<file path="src/rtl/serial_deser_pkg.sv">
// Shared types and constants for the DDR tree deserializer.
package serial_deser_pkg;

   typedef enum logic {
      SKIP = 1'b0,
      FILL = 1'b1
   } deser_state_t;

   localparam int DROP_CNT_W = 8;

endpackage

</file>
<file path="src/rtl/ddr_capture.sv">
// Dual-edge front end: holds the falling-edge half of each bit pair so the
// rest of the design only ever sees a rising-edge-aligned 2-bit pair.
module ddr_capture (
   input  logic       clk,
   input  logic       rst_n,
   input  logic       serial_in,
   output logic [1:0] pair
);

   logic fall_q;

   // Sample the serial line on the falling edge; this is the earlier bit of the pair.
   always_ff @(negedge clk or negedge rst_n) begin
      if (!rst_n) begin
         fall_q <= 1'b0;
      end else begin
         fall_q <= serial_in;
      end
   end

   assign pair = {serial_in, fall_q};

endmodule

</file>
<file path="src/rtl/serial_tree_deserializer.sv">
// DDR serial-to-parallel deserializer with a one-entry valid/ready holding
// register. Optional DROP_CNT saturating drop counter is enabled by defining
// SERIAL_DESER_DROP_CNT_EN.
module serial_tree_deserializer
   import serial_deser_pkg::*;
#(
   parameter int OUTPUT_WIDTH = 256,
   parameter int SKIP_CYCLES  = $clog2(OUTPUT_WIDTH)
) (
   input  logic                    CLK,
   input  logic                    RESET,
   input  logic                    SERIAL_IN,
   output logic [OUTPUT_WIDTH-1:0] PAR_OUT,
   output logic                    PAR_VALID,
   input  logic                    PAR_READY,
   output logic                    OVERRUN
`ifdef SERIAL_DESER_DROP_CNT_EN
   ,
   output logic [DROP_CNT_W-1:0]   DROP_CNT
`endif
);

   localparam int PAIRS       = OUTPUT_WIDTH / 2;
   localparam int PAIR_W      = (PAIRS > 1) ? $clog2(PAIRS) : 1;
   localparam logic [PAIR_W-1:0] PAIR_LAST = PAIR_W'(PAIRS - 1);
   localparam int SKIP_W      = (SKIP_CYCLES > 1) ? $clog2(SKIP_CYCLES) : 1;
   localparam int SKIP_LAST_I = (SKIP_CYCLES > 0) ? SKIP_CYCLES - 1 : 0;
   localparam logic [SKIP_W-1:0] SKIP_LAST = SKIP_W'(SKIP_LAST_I);
   localparam deser_state_t RESET_STATE = (SKIP_CYCLES == 0) ? FILL : SKIP;

   logic [1:0]              pair;
   deser_state_t            state;
   logic [SKIP_W-1:0]       skip_cnt;
   logic [PAIR_W-1:0]       pair_cnt;
   // The lowest pair of the full shift register is only ever needed at the
   // completion edge, where it comes straight from the frame vector, so the
   // stored part holds the upper OUTPUT_WIDTH-2 bits.
   logic [OUTPUT_WIDTH-3:0] shift_q;
   logic [OUTPUT_WIDTH-1:0] frame;
   logic                    frame_done;
   logic                    frame_drop;

   ddr_capture u_ddr_capture (
      .clk       (CLK),
      .rst_n     (RESET),
      .serial_in (SERIAL_IN),
      .pair      (pair)
   );

   assign frame      = {pair, shift_q};
   assign frame_done = (state == FILL) && (pair_cnt == PAIR_LAST);
   assign frame_drop = frame_done && PAR_VALID && !PAR_READY;

   // Skip the upstream fill latency, then shift one pair in per rising edge.
   always_ff @(posedge CLK or negedge RESET) begin
      if (!RESET) begin
         state    <= RESET_STATE;
         skip_cnt <= '0;
         pair_cnt <= '0;
         shift_q  <= '0;
      end else begin
         case (state)
            SKIP: begin
               if (skip_cnt == SKIP_LAST) begin
                  state <= FILL;
               end else begin
                  skip_cnt <= skip_cnt + 1'b1;
               end
            end
            FILL: begin
               shift_q  <= frame[OUTPUT_WIDTH-1:2];
               pair_cnt <= frame_done ? '0 : pair_cnt + 1'b1;
            end
            default: begin
               state <= RESET_STATE;
            end
         endcase
      end
   end

   // Hand a completed frame to the holding register, or drop it if the slot is busy.
   always_ff @(posedge CLK or negedge RESET) begin
      if (!RESET) begin
         PAR_OUT   <= '0;
         PAR_VALID <= 1'b0;
         OVERRUN   <= 1'b0;
      end else begin
         if (frame_done) begin
            if (!PAR_VALID || PAR_READY) begin
               PAR_OUT   <= frame;
               PAR_VALID <= 1'b1;
            end else begin
               OVERRUN <= 1'b1;
            end
         end else if (PAR_VALID && PAR_READY) begin
            PAR_VALID <= 1'b0;
         end
      end
   end

`ifdef SERIAL_DESER_DROP_CNT_EN
   // Count dropped frames, saturating at the all-ones value.
   always_ff @(posedge CLK or negedge RESET) begin
      if (!RESET) begin
         DROP_CNT <= '0;
      end else if (frame_drop && (DROP_CNT != '1)) begin
         DROP_CNT <= DROP_CNT + 1'b1;
      end
   end
`else
   logic unused_drop;
   assign unused_drop = frame_drop;
`endif

endmodule

</file>
<file path="config.mk">
export PLATFORM = sky130hd
export DESIGN_NAME = serial_tree_deserializer
export DESIGN_NICKNAME = d
export VERILOG_FILES = /design/src/rtl/serial_deser_pkg.sv /design/src/rtl/ddr_capture.sv /design/src/rtl/serial_tree_deserializer.sv
export SDC_FILE = /design/constraint.sdc
export NUM_CORES = 1
export LEC_CHECK = 0
export ABC_AREA = 0
export CORE_MARGIN = 10
export CORE_UTILIZATION = 50
export DETAILED_ROUTE_END_ITERATION = 10
export PLACE_DENSITY = 0.76
export SYNTH_ARGS = -nofsm -noshare
export SYNTH_HDL_FRONTEND = slang
export SYNTH_SLANG_ARGS = --single-unit
</file>
<file path="constraint.sdc">
create_clock -name CLK -period 2 [get_ports CLK]
set_clock_uncertainty 0.1 [all_clocks]
set_input_delay 0.3 -clock CLK [delete_from_list [all_inputs] [get_ports CLK]]
set_output_delay 0.3 -clock CLK [all_outputs]
set_load 0.02 [all_outputs]
</file>
==> results of run 1 <==
-- power groups by stage --
stage          Combinational (mW)  Sequential (mW)  Clock [mW]
2_1_floorplan              0.0766             10.9           0
3_3_place_gp                0.332             10.9           0
3_5_place_dp                0.340             10.9           0
4_1_cts                     0.344             10.8        9.81
5_1_grt                     0.378             10.8        10.2
6_report                    0.325             10.8        9.53
-- stage by stage --
step / area, um^2 / hold WS, ns / std cells
floorplan: 19560 / -0.09559 / 1124
global placement: 22890 / 0.3414 / 1887
detailed placement: 22890 / 0.3375 / 1887
CTS: 24400 / 0.3084 / 1975
global route: 24580 / 0.3357 / 1978
finish: 24580 / 0.3141 / 1978
-- synth_stat cells, drive strengths merged --
master,n
dfrtp,523
mux2,513
buf,54
nor2,4
clkbuf,3
ha,3
nand4,3
xor2,3
nand2,2
nand2b,2
nand3,2
o21ai,2
xnor2,2
a21o,1
a21oi,1
dfrtn,1
inv,1
nor2b,1
nor3,1
or2,1
or3,1
-- tightest hold or removal path, stage by stage --
cell,delay (ns)
sky130_fd_sc_hd__dlygate4sd3_1,0.56
sky130_fd_sc_hd__buf_8,0.19
sky130_fd_sc_hd__buf_4,0.33
-- registers in the layout, summed over array words and instances (netlist names) --
name	cells
skip_cnt	3
pair_cnt	7
PAR_VALID	1
shift_q	254
PAR_OUT	256
state	1
OVERRUN	1
u_ddr_capture.fall_q	1
-- layout make-up --
class | count | area (um^2)
fill | 2833 | 14070
sequential | 524 | 13120
multi-input combinational | 542 | 5992
timing repair buffer | 306 | 3141
clock buffer | 72 | 1518
tap | 518 | 648.1
clock inverter | 15 | 160.2
inverter | 1 | 3.754
-- worst paths after layout --
| path | from | to | slack, ns | cells past startpoint |
|---|---|---|---|---|
| max | PAR_OUT[42] | PAR_OUT[42] | 0.05 | 1 |
| min | RESET | PAR_OUT[55] | 0.31 | 3 |
| max reg2reg | pair_cnt[4] | PAR_OUT[43] | 0.08 | 5 |
| min reg2reg | OVERRUN | OVERRUN | 0.36 | 1 |
| max in group asynchronous | RESET | u_ddr_capture.fall_q | 0.68 | 2 |
| min in group CLK | OVERRUN | OVERRUN | 0.36 | 1 |
-- layer usage --
metal / part of all wire / vias to the layer above / GRT usage
li1: - / 4584 / -
met1: 0.44 / 5383 / 0.2179
met2: 0.49 / 171 / 0.2687
met3: 0.051 / 43 / 0.03897
met4: 0.016 / 0 / 0.04860
met5: 0 / - / 0
-- what timing repair did --
item                       4_1_cts  5_1_grt
buffers inserted                 0        2
setup endpoints to repair      139      240
cloned                           0        1
hold endpoints to repair       340        0
pin swaps                        0        1
hold buffers                     1        0
resized for setup              139       45
-- kinds of logic after synthesis --
family                     count (synthesis)  share of synthesized area
xor gates and xnor gates                   5                   0.002240
DFF                                      524                     0.6705
buffers and inverters                     58                    0.02342
muxes                                    513                     0.2954
adders and majority gates                  3                   0.001920
AOI/OAI and AO/OA                          4                   0.001152
and+or+nand+nor                           17                   0.005311
==> impl_metrics.py, run 1 <==
metrics = {
    "global_routing": {
        "groute.usage.overall": 0.1653,
        "grt_antenna_before_repair": 0,
        "grt_pass1_vias": 10934,
        "pin_count_of_the_biggest_net_entering_global_routing": 137,
        "gr-total-overflow": 0,
        "grt_first_pass_wirelength_mm": 63.42,
    },
    "die": {
        "start_util": 0.5060,
        "num_rows": 72,
        "die_x_um": 217.8,
        "design.die.area_um2": 47420,
        "die-height_um": 217.8,
        "core_area_um2": 38650,
        "pin_count": 262,
    },
    "detailed_routing": {
        "detail_route.wl_per_cell_um": 19.80,
        "vias_per_cell": 5.147,
        "route.final.wire_length_mm": 39.17,
        "detail_route.drc_violations": 0,
        "drtPass1Iterations": 4,
        "postRouteAntennaNets": 0,
        "initialDrtViolationCount": 395,
        "routed-via-count": 10181,
    },
    "setup_path": {
        "slowest_stage_delay_on_critical_path_ns": 0.62,
        "cpMaxStageDelayCell": "sky130_fd_sc_hd__clkdlybuf4s50_1",
        "crit_arrival_ns": 1.55,
        "timing.critical_path.required_ns": 1.60,
        "critical_path.top_delay_family": "buffers and inverters",
        "critical_path.n_buffers_inverters": 1,
        "endpoint_kind": "output port",
        "critPathLaunchType": "flop",
        "critical_path.cell_chain": "clkdlybuf4s50_1",
        "critical_path_class": "reg -> out",
        "critical_path_peak_fanout": 2,
    },
    "logic_synthesis": {
        "ys_ff_latch": 524,
        "fraction_of_post_synthesis_cell_area_in_the_top_cell_type_by_area": 0.6693,
        "syn_area_um2": 19560,
        "synthesis.instances": 1124,
        "post-synth-top-area-cell": "sky130_fd_sc_hd__dfrtp_1",
        "net_count_after_synthesis": 1131,
        "yosys-top-cells-area": "sky130_fd_sc_hd__dfrtp_1, sky130_fd_sc_hd__mux2_2, sky130_fd_sc_hd__mux2_1",
        "yosysSeqAreaShare": 0.6705,
        "synth_cell_types": 27,
        "syn_area_per_cell_um2": 17.40,
        "synthesis.yosys.warnings": 0,
    },
    "clocking": {
        "clockBufferDepth": 3,
        "cts_root_buf": "sky130_fd_sc_hd__clkbuf_16",
        "clk_transition_reported_paths_ns": 0.06,
        "cts-buffers-inserted": 53,
        "cts_tree": "done",
        "cts_h_tree_depth": 2,
        "clock_sink_count": 524,
        "clk_latency_ns": 0.58,
    },
    "sta": {
        "tns_ns": 0,
        "fin_ws_ns": 0.04839,
        "rsz_0062_raised_after_global_routing": "yes",
        "clock.fmax_mhz": 512.4,
        "worstMarginPinSlew_ns": 0.7459,
        "slew_viol_final": 0,
        "timing.final.crit_period_ns": 1.952,
        "min_period_over_period": 0.9758,
        "final_setup_fails": 0,
        "worst_slew_margin_rel": 0.5027,
        "final-hold-violation-count": 0,
    },
    "power_and_ir_drop": {
        "p_sw_mw": 4.181,
        "cellLeakagePower_nw": 13.61,
        "power-per-cell-area_nw_per_um2": 838.6,
        "switching_share": 0.2028,
        "power.clock.fraction": 0.462,
        "p_seq_frac": 0.522,
        "cell_internal_pwr_mw": 16.43,
        "ir_worst_vdd_uv": 716.7,
        "totalPowerFinal_mw": 20.61,
        "power_frac_comb": 0.016,
    },
    "place": {
        "place_hpwl_mm": 26.29,
        "pre_cts_ws_ns": -0.1716,
        "place.gp.congestion": 0.7491,
        "io_buffers": 261,
    },
    "final_layout": {
        "layout.nets": 1435,
        "final_layout_size_suffix_gt1_frac": 0.2767,
        "finalCoreUtilization": 0.6360,
        "layout_commonest_cell": "sky130_fd_sc_hd__dfrtp_1",
        "most_used_cells_in_the_layout_excluding_fill_and_tap_cells": "sky130_fd_sc_hd__dfrtp_1, sky130_fd_sc_hd__mux2_2, sky130_fd_sc_hd__mux2_1",
        "antenna-diode-count": 0,
        "area_growth_syn_to_layout_pct": 25.69,
    },
    "run": {
        "maxCapViolations": 0,
    },
    "hold_path": {
        "timing.hold.worst.class": "in -> async",
    },
    "outcome": {
        "run_status": "complete, no violations",
    },
}
Power figures use the tool's default switching activity.
==> run 2: changes to the inputs <==
ABC_CLOCK_PERIOD_IN_PS = 2000   (was unset)
MAX_ROUTING_LAYER = met4   (was unset)
==> run 2 against run 1 <==
Effect of this change: count of clock-buffer cells in the layout unchanged; critical path type unchanged; global-route usage up 0.46 points; via count about the same; total power about the same; clock power about the same.
==> impl_metrics.py, run 2 (same netlist as run 1, synthesis figures left out) <==
metrics = {
    "final_layout": {
        "antenna-diode-count": 0,
        "finalCoreUtilization": 0.6359,
        "final_layout_size_suffix_gt1_frac": 0.2767,
        "layout_commonest_cell": "sky130_fd_sc_hd__dfrtp_1",
        "registers.top_by_ff_count": "PAR_OUT",
        "most_used_cells_in_the_layout_excluding_fill_and_tap_cells": "sky130_fd_sc_hd__dfrtp_1, sky130_fd_sc_hd__mux2_2, sky130_fd_sc_hd__mux2_1",
        "area_growth_syn_to_layout_pct": 25.68,
        "final_standard_cell_count_with_taps_included_and_fillers_excluded": 1978,
        "layout.nets": 1435,
        "largest_reg_flops": 256,
        "n_fill_cell": 2833,
        "reg.largest.list": "PAR_OUT (256), shift_q (254), pair_cnt (7)",
    },
    "detailed_routing": {
        "detail_route.drc_violations": 0,
        "vias_per_cell": 5.150,
        "postRouteAntennaNets": 0,
        "routed-via-count": 10187,
        "detail_route.wl_per_cell_um": 19.81,
        "route.final.wire_length_mm": 39.18,
        "drtPass1Iterations": 4,
        "initialDrtViolationCount": 361,
    },
    "sta": {
        "worstMarginPinSlew_ns": 0.7380,
        "rsz_0062_raised_after_global_routing": "yes",
        "final-hold-violation-count": 0,
        "min_period_over_period": 0.9759,
        "whs_ns": 0.3201,
        "slew_viol_final": 0,
        "worst_slew_margin_rel": 0.5080,
        "timing.final.crit_period_ns": 1.952,
        "final_setup_fails": 0,
        "clock.fmax_mhz": 512.4,
    },
    "outcome": {
        "run_status": "complete, no violations",
    },
    "clocking": {
        "clk_transition_reported_paths_ns": 0.06,
        "cts-buffers-inserted": 53,
        "clock_sink_count": 524,
        "clk_latency_ns": 0.58,
        "cts_tree": "done",
        "cts_root_buf": "sky130_fd_sc_hd__clkbuf_16",
        "clockBufferDepth": 3,
        "cts_h_tree_depth": 2,
    },
    "power_and_ir_drop": {
        "power-per-cell-area_nw_per_um2": 839.1,
        "ir_worst_vdd_uv": 714.5,
        "cellLeakagePower_nw": 13.59,
    },
    "setup_path": {
        "critical_path.n_buffers_inverters": 1,
        "slowest_stage_delay_on_critical_path_ns": 0.62,
        "critPathLaunchType": "flop",
        "worstRegToRegCells": 6,
        "endpoint_kind": "output port",
        "critical_path.cell_chain": "clkdlybuf4s50_1",
        "critical_path_peak_fanout": 2,
        "reg2reg_to": "PAR_OUT[23]",
        "timing.critical_path.required_ns": 1.60,
        "critical_path_class": "reg -> out",
        "crit_arrival_ns": 1.55,
        "cpMaxStageDelayCell": "sky130_fd_sc_hd__clkdlybuf4s50_1",
        "critical_path.top_delay_family": "buffers and inverters",
        "reg2reg_slack_ns": 0.08,
        "worst_r2r_startpoint": "pair_cnt[1]",
    },
    "die": {
        "pin_count": 262,
        "start_util": 0.5060,
        "core_area_um2": 38650,
        "die-height_um": 217.8,
        "die_x_um": 217.8,
        "design.die.area_um2": 47420,
        "num_rows": 72,
    },
    "run": {
        "maxCapViolations": 0,
    },
    "place": {
        "place_hpwl_mm": 26.29,
        "dp_cells": 1887,
        "place.gp.congestion": 0.7586,
        "io_buffers": 261,
    },
    "global_routing": {
        "gr-total-overflow": 0,
        "grt_first_pass_wirelength_mm": 63.24,
        "groute.usage.overall": 0.1699,
        "pin_count_of_the_biggest_net_entering_global_routing": 137,
        "grt_pass1_vias": 10983,
        "grt_antenna_before_repair": 0,
    },
    "hold_path": {
        "timing.hold.worst.class": "in -> async",
    },
}
## run 2: cell count changes in the layout (fill, tap and decap cells not counted)
cell	before	now
sky130_fd_sc_hd__clkdlybuf4s50_1	84	85
sky130_fd_sc_hd__dlymetal6s2s_1	37	36
## run 2: what timing repair did
item / CTS / global route
gates resized for setup: 139 / 44
hold endpoints to repair: 340 / 0
buffers inserted: 0 / 2
cloned: 0 / 1
setup endpoints to repair: 139 / 240
pin swaps: 0 / 1
hold buffers: 1 / 0
## run 2: worst max path at each step
stage / depth (start not counted) / startpoint / to / slack (ns)
2_1_floorplan: 1 / u_ddr_capture.fall_q / PAR_OUT[254] / 0.18
3_3_place_gp: 6 / PAR_READY / PAR_OUT[137] / -0.14
3_5_place_dp: 6 / PAR_READY / PAR_OUT[131] / -0.17
4_1_cts: 1 / PAR_OUT[100] / PAR_OUT[100] / 0.0002
5_1_grt: 6 / pair_cnt[1] / PAR_OUT[45] / -0.02
6_report: 1 / PAR_OUT[42] / PAR_OUT[42] / 0.05
## run 2: layer usage
metal  vias up  share of wire  GRT usage
met1      5383           0.44     0.2181
li1       4585              -          -
met2       178           0.49     0.2692
met5         -              0          -
met3        41          0.049    0.03634
met4         0          0.015    0.04860
## run 2: per-stage QoR
| stage | power [mW] | instance area [um^2] | TNS, ns | setup WS [ns] |
|---|---|---|---|---|
| 2_1_floorplan | 11.00 | 19560 | 0 | 0.1847 |
| 3_3_place_gp | 11.28 | 22890 | -29.80 | -0.1408 |
| 3_5_place_dp | 11.29 | 22890 | -31.46 | -0.1716 |
| 4_1_cts | 20.91 | 24400 | 0 | 0.0001662 |
| 5_1_grt | 21.38 | 24580 | -0.1927 | -0.01718 |
| 6_report | 20.62 | 24580 | 0 | 0.04824 |
## run 2: layout make-up
type	count	area (um^2)	area share
flip-flops and latches	524	13120	0.5337
multi-input cells	542	5992	0.2438
repair buffers	306	3138	0.1277
clock buffers	72	1518	0.06176
well taps	518	648.1	0.02637
clock inverters	15	160.2	0.006517
inverters	1	3.754	0.0001527
## run 2: where the power goes
part	leakage (nW)	internal, mW	switching [mW]
Sequential	7.09	10.7	0.0658
Clock	0.834	5.64	3.90
Combinational	5.66	0.0971	0.227
==> run 3: changes to the inputs <==
GPL_TIMING_DRIVEN = 0   (was unset)
==> run 3 against run 2 <==
Effect of this change: the flow now finishes with violations (negative hold slack); sequential share of layout area down 0.38 points; largest cell class unchanged; non-clock buffer count up 20; critical path type unchanged; flip-flop and latch count unchanged; critical path depth unchanged; core utilization up 0.44 points; combinational power down 3%.
==> impl_metrics.py, run 3 (same netlist as run 1, synthesis figures left out) <==
metrics = {
    "outcome": {
        "run_status": "complete, but fails checks",
        "violations_in_the_final_reports": "negative hold slack",
    },
    "place": {
        "place.gp.congestion": 0.7502,
        "pre_cts_ws_ns": -0.3223,
        "place_hpwl_mm": 26.47,
        "io_buffers": 261,
    },
    "global_routing": {
        "gr-total-overflow": 0,
        "grt_first_pass_wirelength_mm": 62.25,
        "grt_antenna_before_repair": 0,
        "pin_count_of_the_biggest_net_entering_global_routing": 129,
        "grt_pass1_vias": 11133,
        "groute.usage.overall": 0.1674,
    },
    "die": {
        "die_x_um": 217.8,
        "design.die.area_um2": 47420,
        "die-height_um": 217.8,
        "start_util": 0.5060,
        "pin_count": 262,
        "core_area_um2": 38650,
        "num_rows": 72,
    },
    "sta": {
        "timing.final.crit_period_ns": 1.945,
        "whs_ns": -0.3863,
        "worstMarginPinSlew_ns": 0.6221,
        "rsz_0062_raised_after_global_routing": "yes",
        "min_period_over_period": 0.9727,
        "fin_ws_ns": 0.05466,
        "final_setup_fails": 0,
        "slew_viol_final": 0,
        "worst_slew_margin_rel": 0.5853,
        "clock.fmax_mhz": 514.0,
        "final-hold-violation-count": 74,
    },
    "setup_path": {
        "endpoint_kind": "output port",
        "timing.critical_path.required_ns": 1.60,
        "critical_path_peak_fanout": 2,
        "critical_path_class": "reg -> out",
        "crit_arrival_ns": 1.55,
        "critPathLaunchType": "flop",
        "critical_path.top_delay_family": "buffers and inverters",
        "critical_path.n_buffers_inverters": 1,
        "critical_path.cell_chain": "clkdlybuf4s50_1",
        "cpMaxStageDelayCell": "sky130_fd_sc_hd__clkdlybuf4s50_1",
        "slowest_stage_delay_on_critical_path_ns": 0.62,
        "reg2reg_slack_ns": 0.07,
    },
    "final_layout": {
        "final_layout_size_suffix_gt1_frac": 0.2845,
        "most_used_cells_in_the_layout_excluding_fill_and_tap_cells": "sky130_fd_sc_hd__dfrtp_1, sky130_fd_sc_hd__mux2_2, sky130_fd_sc_hd__mux2_1",
        "largest_reg_flops": 256,
        "layout_commonest_cell": "sky130_fd_sc_hd__dfrtp_1",
        "antenna-diode-count": 0,
        "reg.largest.list": "PAR_OUT (256), shift_q (254), pair_cnt (7)",
        "registers.top_by_ff_count": "PAR_OUT",
        "layout.nets": 1454,
        "area_growth_syn_to_layout_pct": 26.55,
        "finalCoreUtilization": 0.6403,
    },
    "clocking": {
        "clockBufferDepth": 3,
        "clk_transition_reported_paths_ns": 0.06,
        "clk_latency_ns": 0.58,
        "clock_sink_count": 524,
        "cts-buffers-inserted": 52,
        "cts_h_tree_depth": 2,
        "cts_root_buf": "sky130_fd_sc_hd__clkbuf_16",
        "cts_tree": "done",
    },
    "detailed_routing": {
        "detail_route.wl_per_cell_um": 19.12,
        "drtPass1Iterations": 4,
        "initialDrtViolationCount": 306,
        "vias_per_cell": 5.082,
        "route.final.wire_length_mm": 38.35,
        "routed-via-count": 10190,
        "detail_route.drc_violations": 0,
        "postRouteAntennaNets": 0,
    },
    "power_and_ir_drop": {
        "ir_worst_vdd_uv": 720.5,
        "cellLeakagePower_nw": 13.95,
        "power-per-cell-area_nw_per_um2": 833.5,
    },
    "hold_path": {
        "timing.hold.worst.class": "in -> async",
    },
    "run": {
        "maxCapViolations": 0,
    },
}
run 3: changes by cell type in the layout (fill, tap and decap cells not counted), sizes merged, moves of 6 or more:
cell and delta:
clkbuf +8, buf +19, dlymetal6s2s +16, dlygate4sd2 +6, clkdlybuf4s50 -22
run 3: report_power, final:
| group | internal (mW) | switching [mW] | total [mW] |
|---|---|---|---|
| Combinational | 0.0930 | 0.220 | 0.313 |
| Sequential | 10.7 | 0.0637 | 10.8 |
| Clock | 5.63 | 3.93 | 9.56 |
| Total | 16.4 | 4.21 | 20.6 |
run 3: worst paths after layout:
path | from | endpoint | depth (start not counted)
max | PAR_OUT[240] | PAR_OUT[240] | 1
min | RESET | shift_q[112] | 1
max reg2reg | pair_cnt[1] | PAR_OUT[163] | 7
min reg2reg | PAR_OUT[156] | PAR_OUT[156] | 1
max in group asynchronous | RESET | u_ddr_capture.fall_q | 2
min in group CLK | SERIAL_IN | PAR_OUT[255] | 2
run 3: layer usage:
metal | vias up | global-route usage | part of all wire
li1 | 4642 | - | -
met1 | 5316 | 0.2107 | 0.44
met2 | 171 | 0.2677 | 0.49
met3 | 61 | 0.04064 | 0.046
met4 | 0 | 0.04490 | 0.020
met5 | - | - | 0
run 3: through the flow:
stage,instance area [um^2],setup TNS [ns],cells,hold WS (ns),total power [mW]
2_1_floorplan,19560,0,1124,-0.09559,11.00
3_3_place_gp,22820,-,1903,0.3615,11.25
3_5_place_dp,22930,-99.22,1907,0.2368,11.28
4_1_cts,24500,0,2002,-0.3957,20.93
5_1_grt,24750,-0.01594,2005,-0.3612,21.40
6_report,24750,0,2005,-0.3863,20.63
run 3: final cells by class:
class	instances	area (um^2)
Fill cell	2781	13900
Sequential cell	524	13110
Multi-Input combinational cell	542	6005
Timing Repair Buffer	269	2719
Clock buffer	78	1560
Tap cell	518	648.1
Buffer	57	555.5
Clock inverter	16	142.6
Inverter	1	3.754
run 3: timing repair:
action                     4_1_cts  5_1_grt
setup endpoints to repair      592      292
resized for setup              154       73
hold endpoints to repair        74       74
pin swaps                        1        3
buffers inserted                 1        3
cloned                           0        0
